### src/rtl/knn_mem_sequencer.sv
// ---------------------------------------------------------------------------
// knn_mem_sequencer
//
// Purpose:
//   Sequences memory traffic for a k-nearest-neighbour classifier. For every
//   input record of a job it reads the input feature vector. It then streams
//   the training table to a compute engine in batches of P lanes, waits for
//   the classifier result and writes that result back over the type word of
//   the input record.
//
//   Record layout in memory: one type word (class in the low TYPE_W bits)
//   followed by N_FEAT feature words. The record stride is
//   R = (N_FEAT+1)*ADDR_STEP. Input k lives at BASE_I_ADDR + k*R and training
//   record t lives at BASE_T_ADDR + t*R. Address arithmetic wraps silently
//   modulo 2^ADDR_W.
//
// Ports:
//   clk             clock
//   rst_n           synchronous active-low reset
//   start           one-cycle job request (only honoured in IDLE)
//   num_inputs      number of input records in the job
//   rd_en/rd_addr   one-cycle read strobe and address
//   rd_data         read data, valid RD_LAT cycles after rd_en
//   wr_en/wr_addr/wr_data  one-cycle result write
//   input_data      current input vector, feature f at [W*(f+1)-1 -: W]
//   training_data   P lanes of N_FEAT features, lane p in slice p
//   training_type   class of each lane
//   lane_valid      lane holds a real training record
//   batch_valid     batch presented, held stable until batch_ready
//   batch_ready     compute engine accepts the batch
//   last_batch      qualifies batch_valid: final batch for this input
//   inferred_type   classifier result
//   inference_done  one-cycle result strobe (only honoured in WAIT_INF)
//   busy            high whenever the sequencer is not idle
//   done            one-cycle job completion pulse
// ---------------------------------------------------------------------------
module knn_mem_sequencer #(
  parameter int W           = 16,
  parameter int N_FEAT      = 4,
  parameter int L           = 8,
  parameter int P           = 2,
  parameter int TYPE_W      = 4,
  parameter int ADDR_W      = 16,
  parameter int ADDR_STEP   = 1,
  parameter int BASE_T_ADDR = 0,
  parameter int BASE_I_ADDR = 256,
  parameter int RD_LAT      = 2
) (
  input  logic                       clk,
  input  logic                       rst_n,
  input  logic                       start,
  input  logic [15:0]                num_inputs,
  output logic                       rd_en,
  output logic [ADDR_W-1:0]          rd_addr,
  input  logic [W-1:0]               rd_data,
  output logic                       wr_en,
  output logic [ADDR_W-1:0]          wr_addr,
  output logic [W-1:0]               wr_data,
  output logic [W*N_FEAT-1:0]        input_data,
  output logic [P*W*N_FEAT-1:0]      training_data,
  output logic [P*TYPE_W-1:0]        training_type,
  output logic [P-1:0]               lane_valid,
  output logic                       batch_valid,
  input  logic                       batch_ready,
  output logic                       last_batch,
  input  logic [TYPE_W-1:0]          inferred_type,
  input  logic                       inference_done,
  output logic                       busy,
  output logic                       done
);

  // Number of batches needed to cover the training table.
  localparam int NB     = (L + P - 1) / P;
  localparam int LANE_W = $clog2(P + 1);      // lane index, counts 0..P
  localparam int WORD_W = $clog2(N_FEAT + 1); // word index within a record
  localparam int T_W    = $clog2(L + P + 1);  // training index, may run past L
  localparam int B_W    = $clog2(NB + 1);
  localparam int LAT_W  = $clog2(RD_LAT + 1);

  localparam logic [ADDR_W-1:0] STEP_A   = ADDR_W'(ADDR_STEP);
  localparam logic [ADDR_W-1:0] REC_A    = ADDR_W'((N_FEAT + 1) * ADDR_STEP);
  localparam logic [ADDR_W-1:0] BASE_T_A = ADDR_W'(BASE_T_ADDR);
  localparam logic [ADDR_W-1:0] BASE_I_A = ADDR_W'(BASE_I_ADDR);

  typedef enum logic [2:0] {
    S_IDLE,
    S_RD_IN,
    S_RD_TR,
    S_PRESENT,
    S_WAIT_INF,
    S_WRITE,
    S_FINISH
  } state_t;

  state_t                  r_state;
  logic [15:0]             r_k;          // current input index
  logic [15:0]             r_num;        // job length captured at start
  logic [B_W-1:0]          r_b;          // current batch index
  logic [T_W-1:0]          r_t;          // training record for the current lane
  logic [LANE_W-1:0]       r_lane;       // lane being filled
  logic [WORD_W-1:0]       r_word;       // word within the record being read
  logic [ADDR_W-1:0]       r_ptr;        // next read address
  logic [ADDR_W-1:0]       r_in_base;    // base address of input k
  logic                    r_pend;       // a read is in flight
  logic [LAT_W-1:0]        r_lat;        // edges left until rd_data is captured

  logic                    r_rd_en;
  logic [ADDR_W-1:0]       r_rd_addr;
  logic                    r_wr_en;
  logic [ADDR_W-1:0]       r_wr_addr;
  logic [W-1:0]            r_wr_data;
  logic [W*N_FEAT-1:0]     r_input_data;
  logic [P*W*N_FEAT-1:0]   r_training_data;
  logic [P*TYPE_W-1:0]     r_training_type;
  logic [P-1:0]            r_lane_valid;
  logic                    r_batch_valid;
  logic                    r_last_batch;
  logic                    r_done;

  logic [16:0]             w_k_next;
  logic                    w_more_inputs;

  assign w_k_next      = {1'b0, r_k} + 17'd1;
  assign w_more_inputs = (w_k_next < {1'b0, r_num});

  always_ff @(posedge clk) begin
    if (!rst_n) begin
      r_state         <= S_IDLE;
      r_k             <= '0;
      r_num           <= '0;
      r_b             <= '0;
      r_t             <= '0;
      r_lane          <= '0;
      r_word          <= '0;
      r_ptr           <= '0;
      r_in_base       <= '0;
      r_pend          <= 1'b0;
      r_lat           <= '0;
      r_rd_en         <= 1'b0;
      r_rd_addr       <= '0;
      r_wr_en         <= 1'b0;
      r_wr_addr       <= '0;
      r_wr_data       <= '0;
      r_input_data    <= '0;
      r_training_data <= '0;
      r_training_type <= '0;
      r_lane_valid    <= '0;
      r_batch_valid   <= 1'b0;
      r_last_batch    <= 1'b0;
      r_done          <= 1'b0;
    end else begin
      // Strobes are single-cycle unless re-asserted below.
      r_rd_en <= 1'b0;
      r_wr_en <= 1'b0;
      r_done  <= 1'b0;

      case (r_state)
        S_IDLE: begin
          if (start) begin
            r_num     <= num_inputs;
            r_k       <= '0;
            r_in_base <= BASE_I_A;
            if (num_inputs == 16'd0) begin
              r_state <= S_FINISH;
              r_done  <= 1'b1;
            end else begin
              r_state <= S_RD_IN;
              r_word  <= '0;
              // The type word of the input is skipped.
              r_ptr   <= BASE_I_A + STEP_A;
            end
          end
        end

        S_RD_IN: begin
          if (r_pend) begin
            // r_lat reaches 0 on the edge where rd_data is valid.
            if (r_lat == '0) begin
              r_pend <= 1'b0;
              for (int f = 0; f < N_FEAT; f++) begin
                if (r_word == WORD_W'(f)) begin
                  r_input_data[f*W +: W] <= rd_data;
                end
              end
              if (r_word == WORD_W'(N_FEAT - 1)) begin
                r_state <= S_RD_TR;
                r_b     <= '0;
                r_t     <= '0;
                r_lane  <= '0;
                r_word  <= '0;
                r_ptr   <= BASE_T_A;
              end else begin
                r_word <= r_word + WORD_W'(1);
              end
            end else begin
              r_lat <= r_lat - LAT_W'(1);
            end
          end else begin
            r_rd_en   <= 1'b1;
            r_rd_addr <= r_ptr;
            r_ptr     <= r_ptr + STEP_A;
            r_pend    <= 1'b1;
            r_lat     <= LAT_W'(RD_LAT);
          end
        end

        S_RD_TR: begin
          if (r_pend) begin
            if (r_lat == '0) begin
              r_pend <= 1'b0;
              // Word 0 of a record is the type, words 1..N_FEAT the features.
              for (int p = 0; p < P; p++) begin
                if (r_lane == LANE_W'(p)) begin
                  if (r_word == '0) begin
                    r_training_type[p*TYPE_W +: TYPE_W] <= rd_data[TYPE_W-1:0];
                  end
                  for (int f = 0; f < N_FEAT; f++) begin
                    if (r_word == WORD_W'(f + 1)) begin
                      r_training_data[(p*N_FEAT + f)*W +: W] <= rd_data;
                    end
                  end
                end
              end
              if (r_word == WORD_W'(N_FEAT)) begin
                r_word <= '0;
                r_lane <= r_lane + LANE_W'(1);
                r_t    <= r_t + T_W'(1);
              end else begin
                r_word <= r_word + WORD_W'(1);
              end
            end else begin
              r_lat <= r_lat - LAT_W'(1);
            end
          end else if (r_lane == LANE_W'(P)) begin
            r_state       <= S_PRESENT;
            r_batch_valid <= 1'b1;
            r_last_batch  <= (r_b == B_W'(NB - 1));
          end else if (r_t >= T_W'(L)) begin
            // Past the end of the table: lane is padding, not read.
            for (int p = 0; p < P; p++) begin
              if (r_lane == LANE_W'(p)) begin
                r_training_type[p*TYPE_W +: TYPE_W]   <= '0;
                r_training_data[p*N_FEAT*W +: N_FEAT*W] <= '0;
                r_lane_valid[p]                       <= 1'b0;
              end
            end
            r_lane <= r_lane + LANE_W'(1);
            r_t    <= r_t + T_W'(1);
          end else begin
            if (r_word == '0) begin
              for (int p = 0; p < P; p++) begin
                if (r_lane == LANE_W'(p)) begin
                  r_lane_valid[p] <= 1'b1;
                end
              end
            end
            r_rd_en   <= 1'b1;
            r_rd_addr <= r_ptr;
            r_ptr     <= r_ptr + STEP_A;
            r_pend    <= 1'b1;
            r_lat     <= LAT_W'(RD_LAT);
          end
        end

        S_PRESENT: begin
          // All batch outputs are registers and untouched here, so they stay
          // stable for as long as the engine stalls.
          if (batch_ready) begin
            r_batch_valid <= 1'b0;
            r_last_batch  <= 1'b0;
            if (r_last_batch) begin
              r_state <= S_WAIT_INF;
            end else begin
              // The training pointer simply continues: records are contiguous.
              r_state <= S_RD_TR;
              r_b     <= r_b + B_W'(1);
              r_lane  <= '0;
              r_word  <= '0;
            end
          end
        end

        S_WAIT_INF: begin
          if (inference_done) begin
            r_state   <= S_WRITE;
            r_wr_en   <= 1'b1;
            r_wr_addr <= r_in_base;
            r_wr_data <= W'(inferred_type);
          end
        end

        S_WRITE: begin
          if (w_more_inputs) begin
            r_state   <= S_RD_IN;
            r_k       <= r_k + 16'd1;
            r_in_base <= r_in_base + REC_A;
            r_ptr     <= r_in_base + REC_A + STEP_A;
            r_word    <= '0;
          end else begin
            r_state <= S_FINISH;
            r_done  <= 1'b1;
          end
        end

        S_FINISH: begin
          r_state <= S_IDLE;
        end

        default: begin
          r_state <= S_IDLE;
        end
      endcase
    end
  end

  assign rd_en         = r_rd_en;
  assign rd_addr       = r_rd_addr;
  assign wr_en         = r_wr_en;
  assign wr_addr       = r_wr_addr;
  assign wr_data       = r_wr_data;
  assign input_data    = r_input_data;
  assign training_data = r_training_data;
  assign training_type = r_training_type;
  assign lane_valid    = r_lane_valid;
  assign batch_valid   = r_batch_valid;
  assign last_batch    = r_last_batch;
  assign busy          = (r_state != S_IDLE);
  assign done          = r_done;

endmodule

### config.mk
export PLATFORM = sky130hd
export DESIGN_NAME = knn_mem_sequencer
export DESIGN_NICKNAME = d
export VERILOG_FILES = /design/src/rtl/knn_mem_sequencer.sv
export SDC_FILE = /design/constraint.sdc
export NUM_CORES = 1
export LEC_CHECK = 0
export ABC_AREA = 1
export CAP_MARGIN = 20
export CORE_MARGIN = 4
export CORE_UTILIZATION = 30
export DETAILED_ROUTE_END_ITERATION = 8
export PLACE_DENSITY_LB_ADDON = 0.3
export SYNTH_ARGS = -nofsm -noshare
export SYNTH_HDL_FRONTEND = slang
export SYNTH_SLANG_ARGS = --single-unit
export TNS_END_PERCENT = 100
### constraint.sdc
create_clock -name clk -period 3.3 [get_ports clk]
set_input_delay 0.66 -clock clk [delete_from_list [all_inputs] [get_ports clk]]
set_output_delay 0.66 -clock clk [all_outputs]
set_load 0.02 [all_outputs]
==> results.md <==
- For the worst setup path, the data required time is 3750 ps.
- After synthesis, the share of flip-flops with an asynchronous set or reset is 0.
- The power density relative to cell area is ~650 nW/um^2.
- In this run, synthesis inferred 0 flip-flops with an integrated enable.
- Wires add up to roughly 47000 um.
- The final net count is 2182.
- The DRC violation total after the first TritonRoute iteration is 804.
- Measured in cells, the most critical reg-to-reg path has a length of 22.
- The total placed cells including tap cells is between 2000 and 3000.
- The count of vias placed by the detailed router is 13200.
- The floorplan die area is slightly above 50000 um^2.
- From synthesis to final layout, the design area changed by 35.3%.
- The path class of the lowest-slack min-delay path is flop to flop.
- The maximum clock rate is roughly 0.32 GHz.
- The library cells used most frequently in the layout, excluding fill and tap cells, are 322 x sky130_fd_sc_hd__dfxtp_1, 283 x sky130_fd_sc_hd__clkdlybuf4s50_1, 261 x sky130_fd_sc_hd__nand2_1.
- The met3 capacity usage during global routing is 0.0612.
- The count of endpoints failing hold in the final timing report came to 0.
- During I/O placement, the number of pins put on the boundary was approximately 300.
- The initial standard-cell utilization of the core is 0.303.
- The synthesized design contains 325 register bits.
- Input and output buffers added on the ports amount to roughly 280.
- The run finished with clean final reports.
- Of the cells placed in the final design, the portion with a size suffix greater than 1 is 0.109.
- The longest clock path from root to sink contains 3 buffers.
- In the global route stage, met2 resource usage came out at 0.283.
- The total inserted antenna cells is 0.
- The global-route wire length before repair is 72000 um.
- The library cell used most frequently in the layout, excluding fill and tap cells, is sky130_fd_sc_hd__dfxtp_1.
- The number of routed nets with antenna violations is 0.
- The post-layout instance count excluding filler cells is ~2700.
- The launching point of the worst reg2reg path is r_k[0].
- The met1 routing resource usage after global routing is 0.224.
- After clock tree synthesis, the clock-pin slew on the worst setup and hold paths is ~60 ps.
- The global routing stage identified its most utilized layer as met2.
- Clock skew on the completed layout was measured at ~22 ps.
- For this run, the share of the core covered by cells in the final layout is 0.410.
- After detailed routing, the average wire length per cell comes to between 15 and 20 um.
- For the pin with the worst max-slew slack, the measured transition is about 960 ps.
- Measured along the y axis, the die boundary spans roughly 220 um.
- The wire-length estimate of the detail-placed layout is approximately 33000 um.
- The synthesized netlist occupies a cell area of 14100 um^2.
- The most used flip-flop cell after synthesis is sky130_fd_sc_hd__dfxtp_1.
- In this run the critical register-to-register path is captured at r_in_base[13].
- Clock tree synthesis selected as its root buffer the cell sky130_fd_sc_hd__clkbuf_16.
- The max-slew violation count came to 0.
- The worst-case headroom to the max-slew limit is 0.357.
- The all-layer global routing usage is 0.177.
- Clock tree synthesis found a total of 325 sinks.
- The startpoint identified for the worst hold timing path is r_lat[0].
- The clock period could shrink to between 3000 and 4000 ps.
- The number of fill cells is ~4700.
- The number of antenna violations at the first check in global routing came to 0.
- The via-per-instance ratio is approximately 4.8.
- In the routed design, unresolved DRC markers number 0.
- The TritonCTS buffer count is 40.
- For this run, the register share of the synthesized area comes to 0.461.
- VDD sags by at most ~0.00033 V.
- The final clock period utilization by the worst path is 0.954.
- The number of distinct library cells after synthesis is 50.
- The core region is roughly 47000 um^2.
- The H-tree was split into 2 levels.
- In the synthesized netlist, the number of instances is between 1500 and 2000.
- The clock insertion delay at the later pin of the skew report is approximately 560 ps.
- The leakage power figure is ~7 nW.
- The total global routing overflow is 0.
- Data on the critical path arrives at its endpoint at 3600 ps.
- The count of hold buffers inserted by post-cts repair is 0.
- The maximum fanout count along the critical path is 7.
- The via count of the first global-routing pass is 12500.
- The die is between 200 and 250 um wide.
- The max-cap violation count is 0.
- During synthesis, Yosys emitted a total of 0 warnings.
- The final estimated routing congestion in global placement is 0.856.
- The final-report setup violation count is 0.
- The cell row count is 79.
- The start-to-end type of the worst setup path is flop to flop.
- The worst setup path is captured at a flop.
- The CTS tree is yes.
- The worst register-to-register path has a setup slack of about 150 ps.
- The length of the first detailed-routing pass in iterations is 5.
- The average instance in the mapped netlist occupies about 7.7 um^2.
- The startpoint type of the worst setup path is a flop.
- Entering global routing, the biggest net connects between 150 and 200 pins.
- The sink of the worst hold path is r_lat[0].
- The worst hold path cell count is 1.
[worst max-delay path by stage]
stage | startpoint | end | slack, ps | cells after the start
6_report | r_k[0] | r_in_base[13] | 150 | 22
5_1_grt | r_k[1] | r_in_base[4] | -60 | 20
4_1_cts | r_k[0] | r_k[3] | 50 | 21
3_5_place_dp | r_k[1] | r_in_base[2] | 70 | 21
3_3_place_gp | r_k[1] | r_in_base[13] | 150 | 21
2_1_floorplan | r_k[0] | r_in_base[7] | 370 | 20
[cells in the mapped netlist (all sizes together), types with 31 or more instances]
| cell | count | area share |
|---|---|---|
| dfxtp | 325 | 0.46 |
| clkbuf | 62 | 0.017 |
| nor2 | 195 | 0.056 |
| nand2 | 288 | 0.082 |
| nand4 | 31 | 0.015 |
| o21ai | 202 | 0.072 |
| a211oi | 45 | 0.024 |
| ha | 33 | 0.029 |
| nand3 | 87 | 0.034 |
| inv | 163 | 0.043 |
| a21oi | 264 | 0.098 |
| buf | 56 | 0.025 |
[layout make-up]
cell class	count	area, um^2	share of cell area
clock buffers	57	1140	0.0599
clock inverters	14	150	0.00786
inverters	164	618	0.0323
multi-input cells	1245	6620	0.347
flip-flops and latches	325	6510	0.341
well taps	607	759	0.0397
repair buffers	332	3300	0.173
[power by group]
| part | internal [mW] | leakage [nW] | switching (mW) |
|---|---|---|---|
| registers | 4.28 | 2.63 | 0.262 |
| logic | 1.24 | 3.75 | 2.34 |
| clock network | 2.58 | 0.646 | 1.75 |
| total | 8.10 | 7.02 | 4.35 |
[metrics by stage]
step	TNS, ps	hold slack (ps)	area, um^2	setup WS, ps	power (mW)
finish	0	429	19100	153	12.4
global route	-736	457	19100	-62.1	13.2
CTS	0	434	18800	50.9	12.4
detailed placement	0	426	17500	68.9	7.99
global placement	0	418	17500	148	7.96
floorplan	0	407	14200	365	6.77
[logic make-up (layout without fill, tap and decap cells)]
| kind of cell | after synthesis | count (layout) | synth area share |
|---|---|---|---|
| AND/OR/NAND/NOR | 650 | 651 | 0.208 |
| other | 1 | 12 | 0.000266 |
| flip-flops | 325 | 325 | 0.461 |
| XOR/XNOR | 19 | 19 | 0.0123 |
| buffers and inverters | 282 | 567 | 0.0851 |
| adder cells (fa/ha/maj) | 33 | 33 | 0.0292 |
| AO/OA/AOI/OAI | 530 | 530 | 0.204 |
[sequential cells by signal, indices dropped and copies added (netlist names), 2 cells and up]
signal,count
input_data,64
r_ptr,16
training_data,128
r_k,16
r_lane,2
r_b,3
r_num,16
wr_addr,16
rd_addr,16
training_type,8
r_word,3
r_in_base,16
r_state,3
wr_data,4
lane_valid,2
r_t,4
r_lat,2
[worst max-delay path: stages, from the launching register on]
cell	delay, ps
sky130_fd_sc_hd__dfxtp_2	330
sky130_fd_sc_hd__buf_4	130
sky130_fd_sc_hd__nand2_1	90
sky130_fd_sc_hd__nor2_4	130
sky130_fd_sc_hd__nand3_2	100
sky130_fd_sc_hd__nor2_1	100
sky130_fd_sc_hd__nand2_1	90
sky130_fd_sc_hd__inv_2	70
sky130_fd_sc_hd__nand3_2	80
sky130_fd_sc_hd__nor2_2	140
sky130_fd_sc_hd__xor2_1	180
sky130_fd_sc_hd__inv_1	90
sky130_fd_sc_hd__ha_4	270
sky130_fd_sc_hd__nand4_1	160
sky130_fd_sc_hd__nor2_4	190
sky130_fd_sc_hd__nand3_4	110
sky130_fd_sc_hd__nand3_4	140
sky130_fd_sc_hd__nand2_8	80
sky130_fd_sc_hd__nand3_4	220
sky130_fd_sc_hd__clkbuf_16	180
sky130_fd_sc_hd__nand2_1	50
sky130_fd_sc_hd__nand2_1	50
sky130_fd_sc_hd__nor2_1	60
[metal layers]
metal  vias up  share of wire
met2       399           0.46
met4         0          0.029
met3        78          0.087
met1      6115           0.43
li1       6655              -
met5         -              0
[what timing repair did]
item / CTS / global route
resized for setup: 0 / 32
setup buffers: 0 / 10
setup endpoints to repair: 0 / 55
Power figures use the tool's default switching activity.
